`src/rtl/ecs8_rst_pkg.sv`:
```
// Shared types and helpers for the ecs8 reset sequencer.
package ecs8_rst_pkg;

  typedef enum logic [1:0] {
    HOLD    = 2'd0,
    RELEASE = 2'd1,
    RUN     = 2'd2
  } state_t;

  // The PLL lock-loss cause bit sits just above the per-source bits:
  // cause index = N_SRC + CAUSE_PLL_OFS.
  localparam int CAUSE_PLL_OFS = 0;

  // Ceiling log2 for elaboration-time widths.
  function automatic int clog2(input int n);
    int r;
    r = 0;
    for (int i = 0; i < 31; i++)
      if ((1 << i) < n) r = i + 1;
    return r;
  endfunction

  // Counter width that never collapses to zero bits.
  function automatic int cw(input int n);
    return (clog2(n) < 1) ? 1 : clog2(n);
  endfunction

endpackage

```
`src/rtl/ecs8_sync.sv`:
```
// Multi-bit, multi-stage synchroniser with synchronous reset to RST_VAL.
module ecs8_sync #(
  parameter int               WIDTH   = 1,
  parameter int               DEPTH   = 2,
  parameter logic [WIDTH-1:0] RST_VAL = '0
) (
  input  logic             clk,
  input  logic             rst,
  input  logic [WIDTH-1:0] d,
  output logic [WIDTH-1:0] q
);

  logic [DEPTH-1:0][WIDTH-1:0] stg;

  // Shift the asynchronous input through DEPTH flops.
  always_ff @(posedge clk) begin
    if (rst) stg <= {DEPTH{RST_VAL}};
    else     stg <= {stg[DEPTH-2:0], d};
  end

  assign q = stg[DEPTH-1];

endmodule

```
`src/rtl/ecs8_rst_seq.sv`:
```
// Board-level reset sequencer: debounced, staged release of N_OUT domains,
// sticky reset cause and a not-ready blink on the status LED.
module ecs8_rst_seq
  import ecs8_rst_pkg::*;
#(
  parameter int N_SRC     = 2,
  parameter int N_OUT     = 3,
  parameter int DEBOUNCE  = 500,
  parameter int STAGE_DLY = 16,
  parameter int SYNC      = 2,
  parameter int BLINK_DIV = 4096
) (
  input  logic             clk,
  input  logic             rst,
  input  logic [N_SRC-1:0] src_req,
  input  logic             pll_locked,
  input  logic             cause_clr,
  output logic [N_OUT-1:0] rst_o,
  output logic             ready,
  output logic [N_SRC:0]   cause,
  output logic             led_o
);

  localparam int CNT_W     = cw(DEBOUNCE);
  localparam int DLY_W     = cw(STAGE_DLY);
  localparam int REL_W     = cw(N_OUT + 1);
  localparam int BLK_W     = cw(BLINK_DIV);
  localparam int CAUSE_PLL = N_SRC + CAUSE_PLL_OFS;

  logic [N_SRC:0]   sync_q;
  logic [N_SRC-1:0] src_s;
  logic             pll_s;
  logic             req_any;
  logic [N_SRC:0]   cause_set;

  state_t           state, state_nxt;
  logic [CNT_W-1:0] cnt, cnt_nxt;
  logic [DLY_W-1:0] dly, dly_nxt;
  logic [REL_W-1:0] rel, rel_nxt;
  logic [N_OUT-1:0] rst_o_nxt;
  logic             ready_nxt;
  logic [BLK_W-1:0] bcnt;

  // PLL lock resets to 0 so the sequencer treats the PLL as unlocked until
  // the synchroniser has filled.
  ecs8_sync #(
    .WIDTH   (N_SRC + 1),
    .DEPTH   (SYNC),
    .RST_VAL ('0)
  ) u_sync (
    .clk (clk),
    .rst (rst),
    .d   ({pll_locked, src_req}),
    .q   (sync_q)
  );

  assign src_s   = sync_q[N_SRC-1:0];
  assign pll_s   = sync_q[N_SRC];
  assign req_any = (|src_s) | ~pll_s;

  // Cause bits to set this cycle; all zero whenever req_any is low.
  always_comb begin
    cause_set            = '0;
    cause_set[N_SRC-1:0] = src_s;
    cause_set[CAUSE_PLL] = ~pll_s;
  end

  // Next-state, counters and next registered outputs.
  always_comb begin
    state_nxt = state;
    cnt_nxt   = cnt;
    dly_nxt   = dly;
    rel_nxt   = rel;
    case (state)
      HOLD: begin
        rel_nxt = '0;
        dly_nxt = '0;
        if (req_any) begin
          cnt_nxt = '0;
        end else if (cnt == CNT_W'(DEBOUNCE - 1)) begin
          cnt_nxt = '0;
          if (N_OUT == 1) begin
            state_nxt = RUN;
            rel_nxt   = REL_W'(N_OUT);
          end else begin
            state_nxt = RELEASE;
            rel_nxt   = REL_W'(1);
          end
        end else begin
          cnt_nxt = cnt + CNT_W'(1);
        end
      end
      RELEASE: begin
        if (req_any) begin
          state_nxt = HOLD;
          cnt_nxt   = '0;
          rel_nxt   = '0;
          dly_nxt   = '0;
        end else if (dly == DLY_W'(STAGE_DLY - 1)) begin
          dly_nxt = '0;
          rel_nxt = rel + REL_W'(1);
          if (rel_nxt == REL_W'(N_OUT)) state_nxt = RUN;
        end else begin
          dly_nxt = dly + DLY_W'(1);
        end
      end
      RUN: begin
        if (req_any) begin
          state_nxt = HOLD;
          cnt_nxt   = '0;
          rel_nxt   = '0;
          dly_nxt   = '0;
        end
      end
      default: begin
        state_nxt = HOLD;
        cnt_nxt   = '0;
        rel_nxt   = '0;
        dly_nxt   = '0;
      end
    endcase

    for (int i = 0; i < N_OUT; i++)
      rst_o_nxt[i] = (state_nxt == HOLD) ||
                     ((state_nxt == RELEASE) && (i >= int'(rel_nxt)));
    ready_nxt = (state_nxt == RUN);
  end

  // State, counters and registered domain resets.
  always_ff @(posedge clk) begin
    if (rst) begin
      state <= HOLD;
      cnt   <= '0;
      dly   <= '0;
      rel   <= '0;
      rst_o <= '1;
      ready <= 1'b0;
    end else begin
      state <= state_nxt;
      cnt   <= cnt_nxt;
      dly   <= dly_nxt;
      rel   <= rel_nxt;
      rst_o <= rst_o_nxt;
      ready <= ready_nxt;
    end
  end

  // Sticky cause: a set in the same cycle as a clear wins per bit.
  always_ff @(posedge clk) begin
    if (rst) cause <= '0;
    else     cause <= (cause & ~{(N_SRC + 1){cause_clr}}) | cause_set;
  end

  // LED blinks with half-period BLINK_DIV while not ready, dark when ready.
  always_ff @(posedge clk) begin
    if (rst || ready_nxt) begin
      bcnt  <= '0;
      led_o <= 1'b0;
    end else if (bcnt == BLK_W'(BLINK_DIV - 1)) begin
      bcnt  <= '0;
      led_o <= ~led_o;
    end else begin
      bcnt <= bcnt + BLK_W'(1);
    end
  end

endmodule

```
`config.mk`:
```
export PLATFORM = sky130hd
export DESIGN_NAME = ecs8_rst_seq
export DESIGN_NICKNAME = d
export VERILOG_FILES = /design/src/rtl/ecs8_rst_pkg.sv /design/src/rtl/ecs8_sync.sv /design/src/rtl/ecs8_rst_seq.sv
export SDC_FILE = /design/constraint.sdc
export NUM_CORES = 1
export LEC_CHECK = 0
export BUFFER_PORTS_ARGS = -buffer_cell sky130_fd_sc_hd__buf_4
export CAP_MARGIN = 20
export CELL_PAD_IN_SITES_DETAIL_PLACEMENT = 0
export CELL_PAD_IN_SITES_GLOBAL_PLACEMENT = 1
export CORE_MARGIN = 2
export CORE_UTILIZATION = 40
export CTS_CLUSTER_DIAMETER = 100
export DETAILED_ROUTE_END_ITERATION = 8
export GPL_ROUTABILITY_DRIVEN = 0
export GPL_TIMING_DRIVEN = 0
export PLACE_DENSITY = 0.67
export SETUP_SLACK_MARGIN = 0.05
export SYNTH_ARGS = -nofsm -noshare
export SYNTH_HDL_FRONTEND = slang
export SYNTH_HIERARCHICAL = 1
export SYNTH_SLANG_ARGS = --single-unit
```
`constraint.sdc`:
```
create_clock -name clk -period 2.8 [get_ports clk]
set_clock_uncertainty 0.2 [all_clocks]
set_input_delay 0.7 -clock clk [delete_from_list [all_inputs] [get_ports clk]]
set_output_delay 0.7 -clock clk [all_outputs]
set_load 0.05 [all_outputs]
```
Word level (Yosys, flattened, before mapping) --
Cells that the tools add are included.
Cells by class: multiplexer cells 21, magnitude comparators 3, reductions and logical operators 12, add/sub/neg operators 4, equality and inequality tests 10, bitwise gates (word level) 6
Operators with widths (number):
- 2-to-1 mux 9 bit | 3
- 2-to-1 mux 2 bit | 9
- one-hot mux 9 bit (2 select lines) | 1
- adder 12 x 1 -> 12 bit, second input constant | 1
- == test 12 bit, second input constant | 1
- 2-to-1 mux 4 bit | 3
- one-hot mux 2 bit (3 select lines) | 2
- adder 9 x 1 -> 9 bit, second input constant | 1
- == test 9 bit, second input constant | 1
- one-hot mux 4 bit (2 select lines) | 1
- == test 2 bit, second input constant | 3
- OR reduction 2 bit | 3
- adder 4 x 1 -> 4 bit, second input constant | 1
- == test 2 x 1 -> 1 bit, second input constant | 2
- == test 4 bit, second input constant | 1
- >= comparator 1 x 2 -> 1 bit, first input constant | 2
- logical NOT 2 bit | 2
- logical OR 1 bit | 4
- AND 3 bit | 1
- logical AND 1 bit | 3
- inverter 3 bit | 1
- OR 3 bit | 1
- adder 2 x 1 -> 2 bit, second input constant | 1
- >= comparator 2 bit, first input constant | 1
- 5 further kinds | 7
Word-level totals: flip-flop bits (word level) 43

Longest topological paths before layout --
Gate-level depths: netlist of the first run.
depth in word-level cells 9, gate-level depth with buffers 8, gate-level depth less buffers 7

By module --
The synthesis of the first run kept the hierarchy.
By module, submodules not included:
- ecs8_rst_seq | sequential area each 740.7 µm², area each 1760.4 µm², times used 1, cells an instance 196
- ecs8_sync | sequential area each 120.1 µm², area each 180.2 µm², times used 1, cells an instance 15

Least setup slack after synthesis of the first run --
OpenSTA, ideal clock, no wires.
path kind flip-flop to flip-flop, start point reg state[0], end point reg cnt[7], data required time 2522 ps, slack 819 ps, arrival time 1703 ps, period minus slack after synthesis 1981 ps, cell stages (with the launch flop) 8, cell sequence dfxtp_1 -> inv_1 -> ha_1 -> and4bb_2 -> or4_1 -> o21ai_0 -> a22oi_1 -> nor3_1
Between the ends: word-level cells in the longest chain between the ends 3, elaborated cells on any way between the ends 6, those cells by class eq/ne (3); mux (1); reduce/logical (2)
Ends and longest elaborated chain:
- from (decl) | RTL line ecs8_rst_seq.sv:36 | state_t state, state_nxt;
- from (signal assigned) | RTL line ecs8_rst_seq.sv:139 | state <= state_nxt;
- == test 2 bit / == test 2 x 1 -> 1 bit (equally long branches) | RTL line ecs8_rst_seq.sv:74 | case (state)
- OR reduction 2 bit (no line)
- one-hot mux 9 bit (2 select lines) / != test 2 x 1 -> 1 bit (equally long branches)
- to (signal assigned) | RTL line ecs8_rst_seq.sv:140 | cnt <= cnt_nxt;
- to (decl) | RTL line ecs8_rst_seq.sv:37 | logic [CNT_W-1:0] cnt, cnt_nxt;
Parallel ways exist; a longest one is shown, timed or not. A chain may end at the register's enable or synchronous reset.

Worst setup path after layout of the first run --
start point reg state[0], end point reg bcnt[8]
Between the ends: word-level cells in the longest chain between the ends 7, elaborated cells on any way between the ends 13, those cells by class eq/ne (3); mux (7); reduce/logical (3)
Ends and longest elaborated chain:
- 2-to-1 mux 2 bit | RTL line ecs8_rst_seq.sv:102 | if (rel_nxt == REL_W'(N_OUT)) state_nxt = RUN;
- 2-to-1 mux 2 bit | RTL line ecs8_rst_seq.sv:99 | end else if (dly == DLY_W'(STAGE_DLY - 1)) begin
- 2-to-1 mux 2 bit | RTL line ecs8_rst_seq.sv:94 | if (req_any) begin
- one-hot mux 2 bit (3 select lines) (*) | RTL line ecs8_rst_seq.sv:74
- == test 2 bit (*) | RTL line ecs8_rst_seq.sv:126 | ready_nxt = (state_nxt == RUN);
- logical OR 1 bit (*) | RTL line ecs8_rst_seq.sv:156 | if (rst || ready_nxt) begin
- OR reduction 2 bit (no line) (*)
- to (signal assigned) | RTL line ecs8_rst_seq.sv:163 | bcnt <= bcnt + BLK_W'(1);
- to (decl) | RTL line ecs8_rst_seq.sv:42 | logic [BLK_W-1:0] bcnt;
Mark *: on every way between the ends. The rest lies on a longest branch, timed or not.

==> results.yml, run 1 <==
power_and_ir_drop:
  power_switching_uw: 248
  switching_share_pct: 22.8
  p_int_uw: 843
  vdd_drop_max_mv: 0.323
  power_density_nw_per_um2: 495
  leakagePower_uw: 0.000817
  seqPwrFrac_pct: 57.5
  pwr-share-comb_pct: 4.7
  clockPowerShare_pct: 37.8
timing:
  setup_viol: 0
  post-route-period-util_pct: 83.1
  drv_slew: 0
  rsz0062_at_grt: "no"
  setup_tns_ns: 0
  tightest_slew_ns: 0.563
  fmax_mhz: 430
  min_period_ns: 2.33
  hold_viol: 0
  timing.slew.headroom_pct: 62.0
synthesis:
  synthXorXnorAreaFrac_pct: 7.22
  synth_top_family_by_area: "simple AND/OR/NAND/NOR gates"
  synth_cell_types: 45
  synthAdderAreaFrac_pct: 5.16
  yosys-top-cells-area: "dfxtp_1, nor2_1, xor2_1, ha_1, a21oi_1"
  avgSynthCellArea_sq_um: 9.20
  netlist_area_sq_um: 1940
  synth_area_leader_cell: "dfxtp_1"
  synth_top_area_share_pct: 44.4
  yosys.area_share.simple_pct: 27.9
  yosysWarnings: 6
  synth_compound_area_share_pct: 11.7
  ys_ff_latch: 43
  syn-num-nets: 225
  syn_inst: 211
  synth-seq-area-share_pct: 44.4
  muxShareOfSynthArea_pct: 0
placed_design:
  numPortBuffers: 13
  post-dp-hpwl_um: 2990
  post_dp_cell_area_sq_um: 2110
setup_path:
  max_stage_delay_ns: 0.40
  cp_max_fo: 9
  path_class: "reg2reg"
  critPathLaunchType: "flop"
  arrival_ns: 2.30
  cp_cell_sequence: "inv_1, ha_1, and4bb_1, buf_2, a211oi_1, nor3_2, o21ai_2, nor2_1"
  cp_num_buf_inv: 2
  cp_slowest_cell: "dfxtp_1"
  cp.required_ns: 2.77
  cp-end-kind: "flop"
  critical_path.top_delay_family: "compound AO/OA/AOI/OAI gates"
outcome:
  run_status: "finished, final reports clean"
grt:
  grt_pass1_wl_um: 6790
  antenna_found_initial: 0
  grt-ovfl-total: 0
  grt_pass1_vias: 1551
  grt_max_degree: 15
  grt_usage_pct: 15.9
floorplan:
  start_util_pct: 41.4
  row_count: 25
  core_area_sq_um: 4690
  dieHeight_um: 73.7
  io_pins: 14
  dieArea_sq_um: 5420
  die_x_um: 73.7
drt:
  vias_per_cell: 5.38
  dr_total_vias: 1540
  ant_nets: 0
  firstDrtPassIters: 4
  wl_per_cell_um: 14.0
  routed_wl_um: 4010
  drtIter0Drc: 71
  drc: 0
cts:
  worstSkewPairLatency_ns: 0.29
  cts-resized-gates: 0
  cts_tree: "done"
  cts_max_level: 2
  hold_buffers: 0
  clockBufferDepth: 2
  cts.clk_slew.worst_paths_ns: 0.08
  cts.sinks: 43
  cts_buffers: 5
  cts_root_buf: "clkbuf_8"
  cts_setup_buffers: 0
run:
  cap_viol_max_count: 0
final_layout:
  n_antenna_cell: 0
  final_layout_size_suffix_gt1_share_pct: 15.1
  synthToLayoutAreaGrowth_pct: 13.6
  stdcell_area_sq_um: 2200
  utilization_pct: 47.0
  final_cell_mix: "dfxtp_1, nor2_1, buf_4, a21oi_1, xor2_1"
  final_common_cell: "dfxtp_1"
  fin_nets: 245
hold_path:
  hold_class: "reg2reg"
worst reg2reg max path, delay by kind of cell (launching register included):
kind,cells,cell delay (ns)
AOI/OAI and AO/OA,2,0.68
adders and majority gates,1,0.25
buffers and inverters,2,0.26
DFF,1,0.40
and+or+nand+nor,3,0.44
cells in the mapped netlist (all sizes together):
cell / number
inv: 10
a21boi: 2
o211ai: 1
and3: 4
nor4: 1
nor3: 5
o31ai: 1
o21ai: 8
a32oi: 1
clkbuf: 2
nor2: 32
dfxtp: 43
and4b: 1
ha: 8
and4bb: 5
nand4b: 1
a22oi: 1
nand4: 7
or2: 1
nand3: 8
a41oi: 1
a21oi: 13
a31oi: 1
and4: 2
o311ai: 1
o32a: 1
or4b: 1
nand4bb: 2
xor2: 12
nor2b: 7
o22ai: 1
buf: 4
xnor2: 4
a211oi: 1
or4: 3
or3: 2
o31a: 1
nand2: 10
or3b: 1
and2: 1
path summary, 6_finish.rpt:
kind | cells after the start | slack (ns) | to | start
max | 8 | 0.47 | bcnt[8]$_SDFF_PP0_ | state[0]$_SDFF_PP0_
min | 1 | 0.24 | u_sync/q[1]$_SDFF_PP0_ | u_sync/stg[1]$_SDFF_PP0_
max reg2reg | 8 | 0.47 | bcnt[8]$_SDFF_PP0_ | state[0]$_SDFF_PP0_
min reg2reg | 1 | 0.24 | u_sync/q[1]$_SDFF_PP0_ | u_sync/stg[1]$_SDFF_PP0_
through the flow:
stage,hold WS [ns],total power [uW],setup WS (ns),cells
after floorplan,0.214,675,0.819,211
after global placement,0.223,692,0.588,278
after detailed placement,0.233,694,0.508,278
after CTS,0.253,1110,0.446,286
after global routing,0.263,1140,0.333,286
final,0.243,1090,0.473,286
per-layer routing:
layer / vias up / GRT usage, % / routed length (um) / share of wire, %
met4: 0 / 4.65 / 24 / 0.60
li1: 787 / - / - / -
met3: 2 / 3.70 / 141 / 3.5
met5: - / 0 / 0 / 0
met1: 722 / 20.3 / 1870 / 47
met2: 29 / 26.7 / 1980 / 49
flip-flops by register name (all words and copies together) (netlist names):
signal      flops
bcnt           12
cnt             9
dly             4
cause           3
rst_o           3
u_sync/q        3
u_sync/stg      3
rel             2
state           2
led_o           1
ready           1
final cells by class:
type	count	area (sq um)
Multi-Input combinational cell	152	1010
Timing Repair Buffer	13	97.6
Fill cell	462	2490
Buffer	6	35.0
Inverter	10	37.5
Clock inverter	2	16.3
Tap cell	54	67.6
Sequential cell	43	861
Clock buffer	6	82.6
power by group through the flow:
stage / sequential, uW / clock, uW / combinational (uW)
detailed placement: 642 / 0 / 51.9
CTS: 628 / 427 / 52.4
finish: 628 / 412 / 51.4
global placement: 642 / 0 / 50.1
floorplan: 648 / 0 / 26.6
global route: 629 / 453 / 56.6
cells by family after synthesis:
family | after synthesis
simple gates | 94
flops | 43
buf+inv | 16
compound gates | 34
fa+ha+maj | 8
xor+xnor | 16
(Power assumes the default switching activity.)
==> run 2: changes to the inputs <==
==> constraint.sdc (replaced) <==
create_clock -name clk -period 2.3 [get_ports clk]
set_clock_uncertainty 0.2 [all_clocks]
set_input_delay 0.575 -clock clk [delete_from_list [all_inputs] [get_ports clk]]
set_output_delay 0.575 -clock clk [all_outputs]
set_load 0.05 [all_outputs]
==> run 2 against run 1 <==
- worst setup slack worse by 0.36 ns
- sequential power is 21% higher
- via count grew 0.19%
- utilization grew 0.96 points
- sequential cell count unchanged
- worst hold slack about the same
- clock-buffer cell count unchanged
- die area is the same
- critical endpoint is now cnt[7]$_SDFFE_PP0P_
- largest power group unchanged
- highest routed layer unchanged
==> results.yml, run 2 (synthesized netlist as in run 1, its figures left out) <==
final_layout:
  reg_top3: "bcnt x12, cnt x9, dly x4"
  largest_reg_flops: 12
  fin_nets: 246
  n_antenna_cell: 0
  regMostFlops: "bcnt"
  final_layout_size_suffix_gt1_share_pct: 18.0
  final_common_cell: "dfxtp_1"
  utilization_pct: 47.9
  stdcell_area_sq_um: 2250
  final_cell_mix: "dfxtp_1, nor2_1, buf_4, a21oi_1, xor2_1"
  synthToLayoutAreaGrowth_pct: 15.9
floorplan:
  start_util_pct: 41.4
  row_count: 25
  dieArea_sq_um: 5420
  io_pins: 14
  core_area_sq_um: 4690
  dieHeight_um: 73.7
  die_x_um: 73.7
cts:
  cts_max_level: 2
  cts.sinks: 43
  hold_buffers: 0
  cts_buffers: 5
  worstSkewPairLatency_ns: 0.29
  cts_root_buf: "clkbuf_8"
  cts.clk_slew.worst_paths_ns: 0.08
  cts_tree: "done"
  clockBufferDepth: 2
grt:
  antenna_found_initial: 0
  grt-ovfl-total: 0
  grt_max_degree: 15
  grt_usage_pct: 16.0
  grt_pass1_wl_um: 6830
  grt_pass1_vias: 1555
timing:
  setup_viol: 0
  setup_tns_ns: 0
  hold_slack_ns: 0.243
  hold_viol: 0
  tightest_slew_ns: 0.546
  timing.slew.headroom_pct: 63.6
  fmax_mhz: 458
  rsz0062_at_grt: "yes"
  min_period_ns: 2.18
  post-route-period-util_pct: 95.0
  drv_slew: 0
setup_path:
  max_stage_delay_ns: 0.48
  cp_slowest_cell: "or4_1"
  r2r_end: "cnt[7]$_SDFFE_PP0P_"
  r2r_setup_slack_ns: 0.12
  cp_cell_sequence: "inv_2, ha_1, and4bb_2, or4_1, o21ai_0, a22oi_1, nor3_1"
  cp.required_ns: 2.31
  cp-end-kind: "flop"
  cp_max_fo: 6
  path_class: "reg2reg"
  reg2reg_from: "state[0]$_SDFF_PP0_"
  critPathLaunchType: "flop"
  r2r_cells: 7
  arrival_ns: 2.20
power_and_ir_drop:
  power.total_uw: 1330
  leakagePower_uw: 0.000830
  vdd_drop_max_mv: 0.394
  power_density_nw_per_um2: 591
hold_path:
  hold_class: "reg2reg"
  min-delay-start: "u_sync/stg[1]$_SDFF_PP0_"
  hold_path_depth: 1
  whs_endpoint: "u_sync/q[1]$_SDFF_PP0_"
drt:
  wl_per_cell_um: 14.1
  vias_per_cell: 5.38
  drc: 0
  drtIter0Drc: 82
  dr_total_vias: 1543
  routed_wl_um: 4040
  firstDrtPassIters: 4
  ant_nets: 0
outcome:
  run_status: "finished, final reports clean"
placed_design:
  post_dp_cell_area_sq_um: 2110
  numPortBuffers: 13
  post-dp-hpwl_um: 2990
run:
  cap_viol_max_count: 0
-- run 2: layer usage --
layer | vias to the layer above | track usage, % | share of wire (%)
li1 | 788 | - | -
met1 | 730 | 20.6 | 47
met2 | 23 | 26.9 | 49
met3 | 2 | 3.70 | 3.2
met4 | 0 | 4.44 | 0.59
met5 | - | 0 | 0
-- run 2: metrics by stage --
stage / setup WS [ns] / cells
after floorplan: 0.319 / 211
after global placement: 0.0881 / 278
after detailed placement: 0.00818 / 278
after CTS: 0.0570 / 286
after global routing: 0.0423 / 287
final: 0.116 / 287
-- run 2: area by class of cell --
type,count,area [sq um]
Buffer,6,37.5
Clock buffer,6,82.6
Clock inverter,2,16.3
Fill cell,467,2440
Inverter,10,37.5
Multi-Input combinational cell,152,1040
Sequential cell,43,866
Tap cell,54,67.6
Timing Repair Buffer,14,105
-- run 2: power by group --
part           switching (uW)  internal [uW]
registers                8.05            755
clock network             258            245
logic                    37.7           25.9
-- run 2: worst max-delay path, delay by kind of cell, from the launching register on --
kind | cells | cell delay (ns)
AOI/OAI and AO/OA | 2 | 0.21
adders and majority gates | 1 | 0.35
buffers and inverters | 1 | 0.06
DFF | 1 | 0.38
and+or+nand+nor | 3 | 0.91
-- run 2: how the worst max path moves through the flow --
stage                                   start             endpoint  cells past startpoint
after floorplan           state[0]$_SDFF_PP0_  cnt[7]$_SDFFE_PP0P_                      7
after global placement    state[0]$_SDFF_PP0_   bcnt[8]$_SDFF_PP0_                      8
after detailed placement  state[0]$_SDFF_PP0_  bcnt[10]$_SDFF_PP0_                      8
after CTS                 state[1]$_SDFF_PP0_   bcnt[9]$_SDFF_PP0_                      7
after global routing      state[0]$_SDFF_PP0_   bcnt[3]$_SDFF_PP0_                      8
final                     state[0]$_SDFF_PP0_  cnt[7]$_SDFFE_PP0P_                      7
-- run 2: repair_timing --
action / CTS / global route
pin swaps: 1 / 4
resized for setup: 2 / 10
endpoints found under the setup margin: 13 / 24
setup buffers: 0 / 1
==> run 3: changes to the inputs <==
--- a/config.mk
+++ b/config.mk
@@ -14,10 +14,8 @@
 export CTS_CLUSTER_DIAMETER = 100
 export DETAILED_ROUTE_END_ITERATION = 8
 export GPL_ROUTABILITY_DRIVEN = 0
-export GPL_TIMING_DRIVEN = 0
 export PLACE_DENSITY = 0.67
 export SETUP_SLACK_MARGIN = 0.05
 export SYNTH_ARGS = -nofsm -noshare
 export SYNTH_HDL_FRONTEND = slang
-export SYNTH_HIERARCHICAL = 1
 export SYNTH_SLANG_ARGS = --single-unit
==> run 3 against run 2 <==
- utilization up 0.13 points
- non-clock buffer count down 4
- design area shrank 0.39%
- register-to-register slack improved by 0.03 ns
- clock power grew 35%
- die area fell by 1.2%
- worst setup slack gained 0.031 ns
==> results.yml, run 3 <==
timing:
  setup_viol: 0
  post-route-period-util_pct: 93.6
  min_period_ns: 2.15
  hold_viol: 0
  timing.slew.headroom_pct: 71.5
  tightest_slew_ns: 0.426
  setup_tns_ns: 0
  fmax_mhz: 465
  drv_slew: 0
  rsz0062_at_grt: "no"
grt:
  grt-ovfl-total: 0
  grt_usage_pct: 14.8
  grt_pass1_vias: 1384
  grt_max_degree: 21
  antenna_found_initial: 0
  grt_pass1_wl_um: 6170
synthesis:
  syn-num-nets: 217
  synth-seq-area-share_pct: 44.9
  avgSynthCellArea_sq_um: 9.44
  synth_top_area_share_pct: 44.9
  synth_edf_count: 0
  netlist_area_sq_um: 1920
  yosys-top-cells-area: "dfxtp_1, ha_1, xor2_1, nor2_1, a21oi_1"
  synthTopCellsByCount: "dfxtp_1, nor2_1, a21oi_1, nand2_1, xor2_1"
  synth.most_common_cell: "dfxtp_1"
  synth_cell_types: 43
  synth_flop_cell: "dfxtp_1"
  ys_ff_latch: 43
  synthArstFlopShare_pct: 0
  syn_inst: 203
  synth_area_leader_cell: "dfxtp_1"
  yosysWarnings: 0
final_layout:
  fin_nets: 235
  fillers: 442
  final_cell_mix: "dfxtp_1, nor2_1, buf_4, nand2_1, a21oi_1"
  synthToLayoutAreaGrowth_pct: 17.0
  reg_top3: "bcnt x12, cnt x9, dly x4"
  largest_reg_flops: 12
  stdcell_area_sq_um: 2240
  regMostFlops: "bcnt"
  n_antenna_cell: 0
  final_layout_size_suffix_gt1_share_pct: 17.1
  final_common_cell: "dfxtp_1"
floorplan:
  dieArea_sq_um: 5360
  core_area_sq_um: 4660
  io_pins: 14
  row_count: 25
  dieHeight_um: 73.2
  die_x_um: 73.2
  start_util_pct: 41.1
setup_path:
  cp_cell_sequence: "ha_1, and4_1, and4_4, o221a_4, o31ai_4, buf_12, nor3_1"
  path_class: "reg2reg"
  cp.required_ns: 2.27
  max_stage_delay_ns: 0.35
  cp_num_buf_inv: 1
  cp_slowest_cell: "dfxtp_1"
  r2r_setup_slack_ns: 0.15
  cp_max_fo: 13
  arrival_ns: 2.12
  cp-end-kind: "flop"
  critical_path.top_delay_family: "simple AND/OR/NAND/NOR gates"
  critPathLaunchType: "flop"
placed_design:
  post_dp_cell_area_sq_um: 2080
  numPortBuffers: 13
  post-dp-hpwl_um: 2590
drt:
  drtIter0Drc: 59
  wl_per_cell_um: 13.0
  firstDrtPassIters: 4
  dr_total_vias: 1478
  routed_wl_um: 3580
  vias_per_cell: 5.36
  drc: 0
  ant_nets: 0
cts:
  cts.sinks: 43
  cts.clk_slew.worst_paths_ns: 0.08
  cts_root_buf: "clkbuf_8"
  cts_tree: "done"
  cts_max_level: 2
  clockBufferDepth: 2
  cts_buffers: 5
  worstSkewPairLatency_ns: 0.29
outcome:
  run_status: "finished, final reports clean"
hold_path:
  hold_class: "reg2reg"
power_and_ir_drop:
  power_density_nw_per_um2: 672
  leakagePower_uw: 0.000842
  vdd_drop_max_mv: 0.491
run:
  cap_viol_max_count: 0
## run 3: cell types whose count changed in the layout (fill, tap and decap cells not counted), sizes merged, moves of 3 or more
cell,delta
and3,+3
nand4,-4
a311oi,+3
and4,+3
inv,-4
nor2,-11
and4bb,-4
clkbuf,-3
nand2,+4
nor3,+6
## run 3: layout make-up
cell class / count / area (sq um) / area share (%)
sequential: 43 / 863 / 38.5
inverter: 6 / 22.5 / 1.01
clock buffer: 6 / 72.6 / 3.24
tap: 54 / 67.6 / 3.02
multi-input combinational: 149 / 1020 / 45.6
clock inverter: 2 / 60.1 / 2.68
timing repair buffer: 16 / 133 / 5.92
## run 3: cell families after synthesis
| group | synth area share [%] |
|---|---|
| flops | 44.9 |
| mux | 0.523 |
| buf+inv | 2.61 |
| xor+xnor | 6.40 |
| fa+ha+maj | 5.23 |
| simple gates | 27.2 |
| compound gates | 13.1 |
## run 3: where the power goes
part | switching [uW] | internal (uW) | total (uW) | leakage [uW]
Clock | 244 | 434 | 678 | 0.0000654
Sequential | 10.4 | 756 | 767 | 0.000350
Combinational | 34.8 | 27.1 | 61.9 | 0.000426
Total | 289 | 1220 | 1510 | 0.000842
## run 3: repair_timing
item,4_1_cts,5_1_grt
setup endpoints to repair,0,17
hold buffers,0,0
gates resized for setup,0,5
buffers inserted,0,1
## run 3: path summary, 6_finish.rpt
kind,from,end,depth (start not counted)
setup / recovery,cnt[0]$_SDFFE_PP0P_,bcnt[5]$_SDFF_PP0_,7
hold / removal,u_sync.stg[2]$_SDFF_PP0_,u_sync.q[2]$_SDFF_PP0_,1
setup reg to reg,cnt[0]$_SDFFE_PP0P_,bcnt[5]$_SDFF_PP0_,7
hold reg to reg,u_sync.stg[2]$_SDFF_PP0_,u_sync.q[2]$_SDFF_PP0_,1
## run 3: per-stage QoR
stage               total power (uW)  worst slack (ns)  util, %  std cells  hold WS [ns]
floorplan                        824             0.124        -        203         0.214
global placement                 844             0.181     44.6        267         0.221
detailed placement               846             0.125     44.6        267         0.225
CTS                             1530             0.108     47.5        275         0.246
global route                    1560            0.0579     48.1        276         0.264
finish                          1510             0.147     48.1        276         0.240
## run 3: routing by layer
layer  vias to the layer above  wire length, um  track usage [%]
li1                        756                -                -
met4                         0               66             6.17
met2                        32             1590             22.4
met3                         6              140             4.28
met1                       684             1790             19.6
met5                         -                0                0
